File: src/rtl/rst_pkg.sv
// rtl/rst_pkg.sv - shared types and constants for the reset sequencer
// Purpose: sequencer state encoding and reset-cause bit positions.
// Ports: none (package).
package rst_pkg;

  typedef enum logic [1:0] {
    HOLD    = 2'd0,
    RELEASE = 2'd1,
    RUN     = 2'd2
  } state_t;

  localparam int CAUSE_W   = 4;
  localparam int CAUSE_POR = 0;
  localparam int CAUSE_BTN = 1;
  localparam int CAUSE_PLL = 2;
  localparam int CAUSE_SW  = 3;

endpackage

File: src/rtl/reset_sequencer_if.sv
// rtl/reset_sequencer_if.sv - reset cause inputs and sequenced reset outputs
// Purpose: bundles the reset-cause inputs and the per-domain reset outputs.
// Signals:
//   pll_locked  MMCM lock, asynchronous
//   btn         raw reset button, asynchronous, active-high
//   sw_rst_req  one-cycle software reset pulse, synchronous
//   rst_n_o     per-domain active-low resets
//   ready       all domains released
//   rst_cause   cause of the last reset {sw, pll, btn, por}
// Modports: master drives the causes, slave is the sequencer.
interface reset_sequencer_if #(
  parameter int NUM_DOMAINS = 3
);
  import rst_pkg::*;

  logic                   pll_locked;
  logic                   btn;
  logic                   sw_rst_req;
  logic [NUM_DOMAINS-1:0] rst_n_o;
  logic                   ready;
  logic [CAUSE_W-1:0]     rst_cause;

  modport master (
    output pll_locked, btn, sw_rst_req,
    input  rst_n_o, ready, rst_cause
  );

  modport slave (
    input  pll_locked, btn, sw_rst_req,
    output rst_n_o, ready, rst_cause
  );

endinterface

File: src/rtl/debounce.sv
// rtl/debounce.sv - level debouncer for an already synchronised input
// Purpose: output follows the input only after CYCLES consecutive
//          disagreeing cycles; any agreeing cycle restarts the count.
// Ports: clk, rst (async active-high), d (synchronised in), q (stable out).
module debounce #(
  parameter int CYCLES = 10000
) (
  input  logic clk,
  input  logic rst,
  input  logic d,
  output logic q
);

  localparam int CW = $clog2(CYCLES + 1);

  logic [CW-1:0] cnt;

  always_ff @(posedge clk or posedge rst) begin
    if (rst) begin
      cnt <= '0;
      q   <= 1'b0;
    end else if (d == q) begin
      cnt <= '0;
    end else if (cnt == CW'(CYCLES - 1)) begin
      q   <= d;
      cnt <= '0;
    end else begin
      cnt <= cnt + CW'(1);
    end
  end

endmodule

File: src/rtl/sync.sv
// rtl/sync.sv - multi-stage synchroniser for an asynchronous level
// Purpose: brings an asynchronous level into the clk domain.
// Ports: clk, rst (async active-high), d (async in), q (synchronised out).
module sync #(
  parameter int STAGES = 2
) (
  input  logic clk,
  input  logic rst,
  input  logic d,
  output logic q
);

  logic [STAGES-1:0] ff;

  always_ff @(posedge clk or posedge rst) begin
    if (rst) begin
      ff <= '0;
    end else begin
      ff <= {ff[STAGES-2:0], d};
    end
  end

  assign q = ff[STAGES-1];

endmodule

File: src/rtl/reset_sequencer.sv
// rtl/reset_sequencer.sv - multi-domain ordered reset release with cause capture
// Purpose: merges lock loss, debounced button and software reset into one
//          condition, holds all domains in reset until it has been clear for
//          MIN_HOLD cycles, then releases domain 0 first and each further
//          domain STAGE_DELAY cycles later. Records the last reset cause.
// Ports:
//   clk   sequencer clock
//   rst   asynchronous active-high power-on reset
//   bus   reset_sequencer_if.slave (pll_locked, btn, sw_rst_req in;
//         rst_n_o, ready, rst_cause out, all registered)
module reset_sequencer
  import rst_pkg::*;
#(
  parameter int NUM_DOMAINS     = 3,
  parameter int SYNC_STAGES     = 2,
  parameter int DEBOUNCE_CYCLES = 10000,
  parameter int MIN_HOLD        = 16,
  parameter int STAGE_DELAY     = 16
) (
  input  logic                 clk,
  input  logic                 rst,
  reset_sequencer_if.slave     bus
);

  localparam int HOLD_W  = $clog2(MIN_HOLD + 1);
  localparam int STAGE_W = $clog2(STAGE_DELAY + 1);

  logic btn_s;
  logic btn_db;
  logic locked_s;

  sync #(.STAGES(SYNC_STAGES)) u_sync_pll (
    .clk (clk),
    .rst (rst),
    .d   (bus.pll_locked),
    .q   (locked_s)
  );

  sync #(.STAGES(SYNC_STAGES)) u_sync_btn (
    .clk (clk),
    .rst (rst),
    .d   (bus.btn),
    .q   (btn_s)
  );

  debounce #(.CYCLES(DEBOUNCE_CYCLES)) u_debounce (
    .clk (clk),
    .rst (rst),
    .d   (btn_s),
    .q   (btn_db)
  );

  logic [CAUSE_W-1:0] cause_vec;
  logic               cause_any;
  logic               ok;

  always_comb begin
    cause_vec            = '0;
    cause_vec[CAUSE_SW]  = bus.sw_rst_req;
    cause_vec[CAUSE_PLL] = ~locked_s;
    cause_vec[CAUSE_BTN] = btn_db;
  end

  assign cause_any = |cause_vec;
  assign ok        = locked_s & ~btn_db & ~bus.sw_rst_req;

  state_t                 state_q, state_d;
  logic [HOLD_W-1:0]      hold_cnt, hold_d;
  logic [STAGE_W-1:0]     stage_cnt, stage_d;
  logic [NUM_DOMAINS-1:0] rst_n_q, rst_n_d;
  logic                   ready_q, ready_d;
  logic [CAUSE_W-1:0]     cause_q, cause_d;

  logic                   hold_done;
  logic                   stage_done;
  logic [NUM_DOMAINS-1:0] rst_n_shift;

  assign hold_done   = ok && (hold_cnt == HOLD_W'(MIN_HOLD - 1));
  assign stage_done  = (stage_cnt == STAGE_W'(STAGE_DELAY - 1));
  // Domains release as a thermometer code; all ones means the last one is out.
  assign rst_n_shift = (rst_n_q << 1) | NUM_DOMAINS'(1);

  // State register
  always_ff @(posedge clk or posedge rst) begin
    if (rst) begin
      state_q <= HOLD;
    end else begin
      state_q <= state_d;
    end
  end

  // Next-state logic
  always_comb begin
    state_d = state_q;
    unique case (state_q)
      HOLD: begin
        if (hold_done) begin
          state_d = (NUM_DOMAINS == 1) ? RUN : RELEASE;
        end
      end
      RELEASE: begin
        if (cause_any) begin
          state_d = HOLD;
        end else if (stage_done && (&rst_n_shift)) begin
          state_d = RUN;
        end
      end
      RUN: begin
        if (cause_any) begin
          state_d = HOLD;
        end
      end
      default: state_d = HOLD;
    endcase
  end

  // Output and counter next values; registered below so outputs are glitch-free.
  always_comb begin
    hold_d  = hold_cnt;
    stage_d = stage_cnt;
    rst_n_d = rst_n_q;
    ready_d = ready_q;
    cause_d = cause_q;
    unique case (state_q)
      HOLD: begin
        rst_n_d = '0;
        ready_d = 1'b0;
        stage_d = '0;
        if (!ok) begin
          hold_d = '0;
        end else if (hold_done) begin
          hold_d  = '0;
          rst_n_d = NUM_DOMAINS'(1);
          ready_d = (NUM_DOMAINS == 1);
        end else begin
          hold_d = hold_cnt + HOLD_W'(1);
        end
      end
      RELEASE, RUN: begin
        if (cause_any) begin
          // Re-assert every domain together, including already released ones.
          rst_n_d = '0;
          ready_d = 1'b0;
          hold_d  = '0;
          stage_d = '0;
          cause_d = cause_vec;
        end else if (state_q == RELEASE) begin
          if (stage_done) begin
            rst_n_d = rst_n_shift;
            stage_d = '0;
            ready_d = &rst_n_shift;
          end else begin
            stage_d = stage_cnt + STAGE_W'(1);
          end
        end
      end
      default: begin
        rst_n_d = '0;
        ready_d = 1'b0;
        hold_d  = '0;
        stage_d = '0;
      end
    endcase
  end

  always_ff @(posedge clk or posedge rst) begin
    if (rst) begin
      hold_cnt  <= '0;
      stage_cnt <= '0;
      rst_n_q   <= '0;
      ready_q   <= 1'b0;
      cause_q   <= CAUSE_W'(1) << CAUSE_POR;
    end else begin
      hold_cnt  <= hold_d;
      stage_cnt <= stage_d;
      rst_n_q   <= rst_n_d;
      ready_q   <= ready_d;
      cause_q   <= cause_d;
    end
  end

  assign bus.rst_n_o   = rst_n_q;
  assign bus.ready     = ready_q;
  assign bus.rst_cause = cause_q;

endmodule

File: src/flat_wrapper.sv
// flat-port wrapper written by rule: the top's interface ports become plain ports
module reset_sequencer_flat import rst_pkg::*;
#(
  parameter int NUM_DOMAINS     = 3,
  parameter int SYNC_STAGES     = 2,
  parameter int DEBOUNCE_CYCLES = 10000,
  parameter int MIN_HOLD        = 16,
  parameter int STAGE_DELAY     = 16
)
  (clk, rst, bus_pll_locked, bus_btn, bus_sw_rst_req, bus_rst_n_o, bus_ready, bus_rst_cause);
  reset_sequencer_if #(.NUM_DOMAINS(NUM_DOMAINS)) bus_i ();
  input  logic clk;
  input  logic rst;
  input wire logic [$bits(bus_i.pll_locked)-1:0] bus_pll_locked;
  input wire logic [$bits(bus_i.btn)-1:0] bus_btn;
  input wire logic [$bits(bus_i.sw_rst_req)-1:0] bus_sw_rst_req;
  output wire logic [$bits(bus_i.rst_n_o)-1:0] bus_rst_n_o;
  output wire logic [$bits(bus_i.ready)-1:0] bus_ready;
  output wire logic [$bits(bus_i.rst_cause)-1:0] bus_rst_cause;
  assign bus_i.pll_locked = bus_pll_locked;
  assign bus_i.btn = bus_btn;
  assign bus_i.sw_rst_req = bus_sw_rst_req;
  assign bus_rst_n_o = bus_i.rst_n_o;
  assign bus_ready = bus_i.ready;
  assign bus_rst_cause = bus_i.rst_cause;
  reset_sequencer #(.NUM_DOMAINS(NUM_DOMAINS), .SYNC_STAGES(SYNC_STAGES), .DEBOUNCE_CYCLES(DEBOUNCE_CYCLES), .MIN_HOLD(MIN_HOLD), .STAGE_DELAY(STAGE_DELAY)) u_core (.clk(clk), .rst(rst), .bus(bus_i));
endmodule
File: config.mk
export PLATFORM = sky130hd
export DESIGN_NAME = reset_sequencer_flat
export DESIGN_NICKNAME = d
export VERILOG_FILES = /design/src/rtl/rst_pkg.sv /design/src/rtl/reset_sequencer_if.sv /design/src/rtl/debounce.sv /design/src/rtl/sync.sv /design/src/rtl/reset_sequencer.sv /design/src/flat_wrapper.sv
export SDC_FILE = /design/constraint.sdc
export NUM_CORES = 1
export LEC_CHECK = 0
export CAP_MARGIN = 0
export CELL_PAD_IN_SITES_DETAIL_PLACEMENT = 1
export CELL_PAD_IN_SITES_GLOBAL_PLACEMENT = 1
export CORE_UTILIZATION = 45
export CTS_CLUSTER_DIAMETER = 80
export DETAILED_ROUTE_END_ITERATION = 10
export PLACE_DENSITY_LB_ADDON = 0.08
export SETUP_SLACK_MARGIN = 0.15
export SYNTH_ARGS = -nofsm -noshare
export SYNTH_HDL_FRONTEND = slang
export SYNTH_SLANG_ARGS = --single-unit
File: constraint.sdc
create_clock -name clk -period 2.3 [get_ports clk]
set_clock_uncertainty 0.15 [all_clocks]
set_input_delay 0.23 -clock clk [delete_from_list [all_inputs] [get_ports clk]]
set_output_delay 0.23 -clock clk [all_outputs]
set_load 0.02 [all_outputs]
==> reports/metrics.csv, run 1 <==
stage,metric,value,unit
outcome,status,finished clean,
worst_hold_path,hold_path_class,in -> async,
pwr,powerDensity,595.7,mW/mm2
drt,vias,1419,
logic_synthesis,post-synth-top-count-cell,dfrtp_1,
sta,finalSetupViolations,0,
worst_setup_path,worstSetupEndpointType,flip-flop,
grt,antenna_found_initial,0,
grt,grt_pass1_wl,7113,um
worst_setup_path,worstSetupPathType,reg -> reg,
drt,wl_per_cell,15.87,um
worst_setup_path,crit_family,simple AND/OR/NAND/NOR gates,
floorplan,die-area,0.004479,mm2
sta,finalHoldViolCount,0,
logic_synthesis,syn_avg_cell_area,10.25,um2
logic_synthesis,yosys_register_bits,39,
cts,htree_levels,2,
logic_synthesis,synth_ff_type,dfrtp_1,
worst_setup_path,worst_path_max_delay_cell,or4_4,
final_layout,multi_input_area,868.3,um2
drt,postRouteAntennaNets,0,
floorplan,io_pins,13,
worst_setup_path,critPathMaxFanout,3,
grt,track_usage,21.65,%
place,portBuffers,12,
drt,viasPerCell,5.587,
logic_synthesis,ys_types,44,
pwr,power,1.310,mW
sta,finalSetupTns,0,ns
floorplan,fp-row-count,23,
final_layout,drive_gt1_share,9.314,%
floorplan,die_h,66.93,um
logic_synthesis,synth-edff-count,0,
sta,slew_headroom,67.30,%
place,dpl.hpwl,2938,um
place,gp_congestion,0.7758,
cts,hold_buffers,0,
logic_synthesis,yosys.area.top_type,dfrtp_1,
cts,cts_resized,0,
final_layout,final_util,54.57,%
sta,worstMarginPinSlew,0.4905,ns
drt,wl_met3,123,um
logic_synthesis,yosysWarnings,0,
floorplan,core,0.004029,mm2
drt,route.met2.wl,2046,um
final_layout,nFillCells,461,
worst_setup_path,reg2regPathDepth,3,
place,placed_area,0.002087,mm2
grt,globalRouteOverflowTotal,0,
worst_setup_path,cp-start-kind,flip-flop,
final_layout,regArea,977.2,um2
worst_setup_path,cp_num_buf_inv,0,
worst_setup_path,critical-path-max-stage-delay,0.57,ns
cts,clockBufferDepth,2,
sta,holdWs,0.2035,ns
sta,post-route-period-util,91.57,%
sta,slew_viol_final,0,
drt,drtIter0Drc,68,
worst_setup_path,crit_chain,or4b_1 -> or4_4 -> mux2_4,
drt,routedLengthMet1,1790,um
floorplan,die_width,66.93,um
logic_synthesis,synthTopCellsByCount,"dfrtp_1, nor2_1, nand2_1",
cts,cts_buffers,5,
pwr,p_leak,1.006,nW
worst_setup_path,required,2.33,ns
logic_synthesis,synth_area_leaders,"dfrtp_1, ha_1, nor2_1, xnor2_1, a21oi_1",
sta,min_period,2.106,ns
cts,worstSkewPairLatency,0.29,ns
logic_synthesis,yosysSeqAreaShare,51.52,%
cts,clkTransAtPathRegs,0.08,ns
logic_synthesis,netlist_instances,185,
worst_setup_path,cp.depth,3,
worst_setup_path,cp_data_arrival_time,2.13,ns
floorplan,start_util,47.08,%
final_layout,syn_to_final_growth,15.90,%
drt,routed_wl,4032,um
drt,highest_layer,met4,
final_layout,num-nets-final,216,
logic_synthesis,async_reset_ff_share,100.0,%
sta,rsz0062_at_grt,false,
grt,grt_max_degree,40,
cts,cts_root_buf,clkbuf_8,
pwr,ir_drop,420.1,uV
drt,drt-pass1-iter-count,4,
cts,cts_setup_buffers,0,
drt,drc,0,
final_layout,num_antenna_cells,0,
final_layout,design_area,0.002198,mm2
logic_synthesis,synthesis.nets,198,
logic_synthesis,synth_top_area_share,50.13,%
logic_synthesis,netlist_area,0.001897,mm2
cts,cts_tree,done,
cts,cts.sinks,39,
sta,fmax,474.8,MHz
grt,grt_pass1_vias,1543,
job,maxCapViolCount,0,
## tightest hold or removal path: stages
cell and delay [ns]:
clkdlybuf4s50_1 0.40, inv_1 0.05, buf_4 0.41
## final cells by class
type	count	share of cell area (%)
Inverter	7	1.195
Sequential cell	39	44.45
Clock buffer	7	3.472
Multi-Input combinational cell	133	39.50
Tap cell	50	2.846
Timing Repair Buffer	17	7.171
Clock inverter	1	1.366
## final timing paths
| kind | start | to | slack (ns) |
|---|---|---|---|
| min in group clk | u_core.u_sync_btn.ff[0]$_DFF_PP0_ | u_core.u_sync_btn.ff[1]$_DFF_PP0_ | 0.20 |
| setup reg to reg | u_core.u_debounce.cnt[11]$_DFF_PP0_ | u_core.u_debounce.q$_DFFE_PP0P_ | 0.19 |
| hold / removal | rst | u_core.bus.rst_cause[1]$_DFFE_PP0P_ | 0.20 |
| max in group asynchronous | rst | u_core.bus.rst_cause[0]$_DFFE_PP1P_ | 1.44 |
| hold reg to reg | u_core.u_sync_btn.ff[0]$_DFF_PP0_ | u_core.u_sync_btn.ff[1]$_DFF_PP0_ | 0.20 |
| setup / recovery | u_core.u_debounce.cnt[11]$_DFF_PP0_ | u_core.u_debounce.q$_DFFE_PP0P_ | 0.19 |
## cells by family (layout without fill, tap and decap cells)
kind of cell | after synthesis | in the layout | share of synthesized area [%]
flip-flops | 39 | 39 | 51.52
multiplexers | 4 | 4 | 2.506
AND/OR/NAND/NOR | 82 | 82 | 23.22
AO/OA/AOI/OAI | 25 | 25 | 8.048
buffers and inverters | 13 | 32 | 2.968
XOR/XNOR | 14 | 14 | 6.465
adder cells (fa/ha/maj) | 8 | 8 | 5.277
## report_power, final
group | switching, mW | internal, mW
Clock | 0.233 | 0.325
Sequential | 0.00775 | 0.695
Combinational | 0.0315 | 0.0182
## through the flow
step,cells,setup WS [ns]
after floorplan,185,0.3067
after global placement,246,0.2422
after detailed placement,246,0.1755
after CTS,254,0.2253
after global routing,254,0.1686
final,254,0.1940
## flip-flops by register name, summed over array words and instances (netlist names)
name and count:
u_core.u_debounce.cnt 14, u_core.bus.ready 1, u_core.bus.rst_n_o 3, u_core.hold_cnt 5
u_core.u_debounce.q 1, u_core.u_sync_btn.ff 2, u_core.state_q 2, u_core.stage_cnt 5
u_core.bus.rst_cause 4, u_core.u_sync_pll.ff 2
## placed cells by master, fill, tap and decap left out, types with 2 or more instances in the layout
master and count:
nand2_1 13, nor3b_1 2, inv_1 7, clkdlybuf4s50_1 12
buf_4 5, clkbuf_8 5, mux2_2 2, xor2_1 6
and4b_1 2, dfrtp_1 38, nand4_1 3, nand3b_1 2
nor2_1 25, nor2b_1 3, nand4b_1 2, a21oi_1 11
clkbuf_1 2, ha_1 8, xnor2_1 8, and3_1 4
nand3_1 8, o21ai_0 5, or3b_2 2, nor3_1 6
a22oi_1 2
## per-layer routing
layer | vias up | GRT usage, %
met3 | 7 | 4.795
li1 | 680 | -
met2 | 19 | 38.13
met1 | 713 | 25.00
met5 | - | 0
met4 | 0 | 9.043
Power figures use the tool's default switching activity.
==> run 2, diff against run 1 <==
--- a/config.mk
+++ b/config.mk
@@ -5,12 +5,15 @@
 export SDC_FILE = /design/constraint.sdc
 export NUM_CORES = 1
 export LEC_CHECK = 0
+export ABC_AREA = 1
 export CAP_MARGIN = 0
 export CELL_PAD_IN_SITES_DETAIL_PLACEMENT = 1
 export CELL_PAD_IN_SITES_GLOBAL_PLACEMENT = 1
-export CORE_UTILIZATION = 45
+export CORE_UTILIZATION = 43
 export CTS_CLUSTER_DIAMETER = 80
+export CTS_CLUSTER_SIZE = 16
 export DETAILED_ROUTE_END_ITERATION = 10
+export MAX_ROUTING_LAYER = met4
 export PLACE_DENSITY_LB_ADDON = 0.08
 export SETUP_SLACK_MARGIN = 0.15
 export SYNTH_ARGS = -nofsm -noshare
==> reports/metrics.csv, run 2 <==
stage,metric,value,unit
outcome,status,finished clean,
drt,routed_wl,4166,um
cts,htree_levels,2,
sta,post-route-period-util,79.59,%
sta,worstMarginPinSlew,0.4908,ns
sta,rsz0062_at_grt,false,
drt,vias,1575,
sta,finalHoldViolCount,0,
cts,clkTransAtPathRegs,0.08,ns
sta,finalSetupTns,0,ns
final_layout,design_area,0.002266,mm2
logic_synthesis,ys_types,23,
floorplan,die_width,69.61,um
worst_setup_path,rr_startpoint,u_core.state_q[1]$_DFFE_PP0P_,
worst_setup_path,reg2regPathDepth,8,
final_layout,syn_to_final_growth,15.28,%
final_layout,num-nets-final,277,
sta,min_period,1.831,ns
sta,fmax,546.3,MHz
floorplan,io_pins,13,
final_layout,final_cells,317,
logic_synthesis,netlist_instances,243,
floorplan,fp-row-count,24,
floorplan,start_util,44.83,%
logic_synthesis,synth_area_leaders,"dfrtp_1, nand2_1, nor2_1, inv_1, ha_1",
worst_setup_path,critPathMaxFanout,7,
cts,cts_tree,done,
final_layout,largest_registers,"u_core.u_debounce.cnt x14, u_core.hold_cnt x5, u_core.stage_cnt x5",
sta,slew_viol_final,0,
worst_setup_path,worstSetupEndpointType,flip-flop,
cts,cts.sinks,39,
worst_setup_path,cp-start-kind,flip-flop,
logic_synthesis,yosys_register_bits,39,
pwr,powerDensity,557.2,mW/mm2
final_layout,nFillCells,540,
logic_synthesis,async_reset_ff_share,100.0,%
drt,drc,0,
final_layout,num_antenna_cells,0,
worst_setup_path,cp_data_arrival_time,1.88,ns
grt,globalRouteOverflowTotal,0,
worst_setup_path,regToRegSetupSlack,0.47,ns
cts,clockBufferDepth,2,
logic_synthesis,post-synth-top-count-cell,nand2_1,
final_layout,final_common_cell,nand2_1,
pwr,p_leak,1.060,nW
sta,finalSetupViolations,0,
place,portBuffers,12,
final_layout,drive_gt1_share,10.57,%
final_layout,final_util,51.68,%
grt,antenna_found_initial,0,
grt,grt_pass1_vias,1668,
worst_setup_path,worstSetupPathType,reg -> reg,
worst_hold_path,hold_start,u_core.u_sync_pll.ff[0]$_DFF_PP0_,
cts,worstSkewPairLatency,0.29,ns
cts,cts_buffers,5,
grt,grt_max_degree,40,
final_layout,layout_common_cells,"nand2_1, dfrtp_1, nor2_1",
cts,cts_setup_buffers,0,
worst_hold_path,hold-path-cell-count,0,
logic_synthesis,synthesis.nets,256,
logic_synthesis,synthTopCellsByCount,"nand2_1, dfrtp_1, nor2_1",
worst_hold_path,min_to,u_core.u_sync_pll.ff[1]$_DFF_PP0_,
cts,cts_resized,0,
grt,grt_pass1_wl,7555,um
drt,postRouteAntennaNets,0,
logic_synthesis,yosys.area.top_type,dfrtp_1,
drt,viasPerCell,4.968,
cts,hold_buffers,0,
cts,cts_root_buf,clkbuf_8,
floorplan,die-area,0.004846,mm2
grt,track_usage,20.45,%
logic_synthesis,synth_ff_type,dfrtp_1,
place,placed_area,0.002166,mm2
sta,slew_headroom,67.28,%
logic_synthesis,netlist_area,0.001966,mm2
logic_synthesis,synth_top_area_share,48.38,%
floorplan,core,0.004384,mm2
worst_setup_path,r2r-end,u_core.bus.ready$_DFFE_PP0P_,
drt,drt-pass1-iter-count,4,
place,dpl.hpwl,3105,um
worst_hold_path,hold_path_class,reg -> reg,
job,maxCapViolCount,0,
final_layout,regMostFlops,u_core.u_debounce.cnt,
logic_synthesis,yosysSeqAreaShare,49.71,%
logic_synthesis,syn_avg_cell_area,8.089,um2
logic_synthesis,synth-edff-count,0,
drt,drtIter0Drc,83,
worst_setup_path,required,2.35,ns
pwr,ir_drop,329.5,uV
drt,wl_per_cell,13.14,um
floorplan,die_h,69.61,um
final_layout,largest_register_ffs,14,
place,dp_cells,309,
logic_synthesis,yosysWarnings,0,
place,gp_congestion,0.8319,
==> run 2: power breakdown <==
group	switching, mW	internal [mW]
clock network	0.237	0.274
registers	0.00916	0.695
logic	0.0313	0.0170
==> run 2: cell type report <==
cell class / count / area (um2) / share of cell area [%]
clock buffer: 8 / 100.1 / 4.417
tap: 52 / 65.06 / 2.871
timing repair buffer: 14 / 135.1 / 5.964
sequential: 39 / 977.2 / 43.13
multi-input combinational: 169 / 857.1 / 37.82
inverter: 35 / 131.4 / 5.798
==> run 2: how the worst max path moves through the flow <==
stage | start | endpoint | slack [ns] | depth (start not counted)
6_report | u_core.state_q[1]$_DFFE_PP0P_ | u_core.bus.ready$_DFFE_PP0P_ | 0.47 | 8
5_1_grt | u_core.state_q[0]$_DFFE_PP0P_ | u_core.bus.rst_n_o[1]$_DFFE_PP0P_ | 0.30 | 8
4_1_cts | u_core.state_q[0]$_DFFE_PP0P_ | u_core.bus.ready$_DFFE_PP0P_ | 0.47 | 8
3_5_place_dp | u_core.state_q[0]$_DFFE_PP0P_ | u_core.bus.rst_n_o[2]$_DFFE_PP0P_ | 0.48 | 7
3_3_place_gp | bus_sw_rst_req | u_core.state_q[1]$_DFFE_PP0P_ | 0.46 | 9
2_1_floorplan | u_core.state_q[0]$_DFFE_PP0P_ | u_core.bus.ready$_DFFE_PP0P_ | 0.73 | 8
==> run 2: cell families (layout without fill, tap and decap cells) <==
kind of cell,count (synthesis),count (layout),share of synthesized area [%]
simple gates,136,136,31.13
flops,39,39,49.71
buf+inv,35,57,6.684
compound gates,21,21,5.602
xor+xnor,4,4,1.783
fa+ha+maj,8,8,5.093
==> run 2: stage by stage <==
step                hold WS (ns)  worst slack (ns)  total power [mW]
floorplan                 0.1114            0.7314            0.7452
global placement          0.1866            0.4647            0.7661
detailed placement        0.1857            0.4767            0.7672
CTS                       0.2134            0.4700             1.281
global route              0.2125            0.2971             1.315
finish                    0.2066            0.4694             1.263
==> run 2: critical path: stages (launching register included) <==
cell	delay (ns)
dfrtp_1	0.42
inv_1	0.09
ha_1	0.41
nand3_2	0.21
inv_2	0.16
nand2_1	0.10
nand2_4	0.10
nand2_1	0.05
o31ai_1	0.05
==> run 2: layer usage <==
layer	wire length, um	share of wire [%]	global-route usage, %	vias to the layer above
met4	61	1.5	6.667	0
met1	2219	53	28.83	746
met5	0	0	-	-
met2	1765	42	29.13	21
met3	120	2.9	4.797	6
li1	-	-	-	802
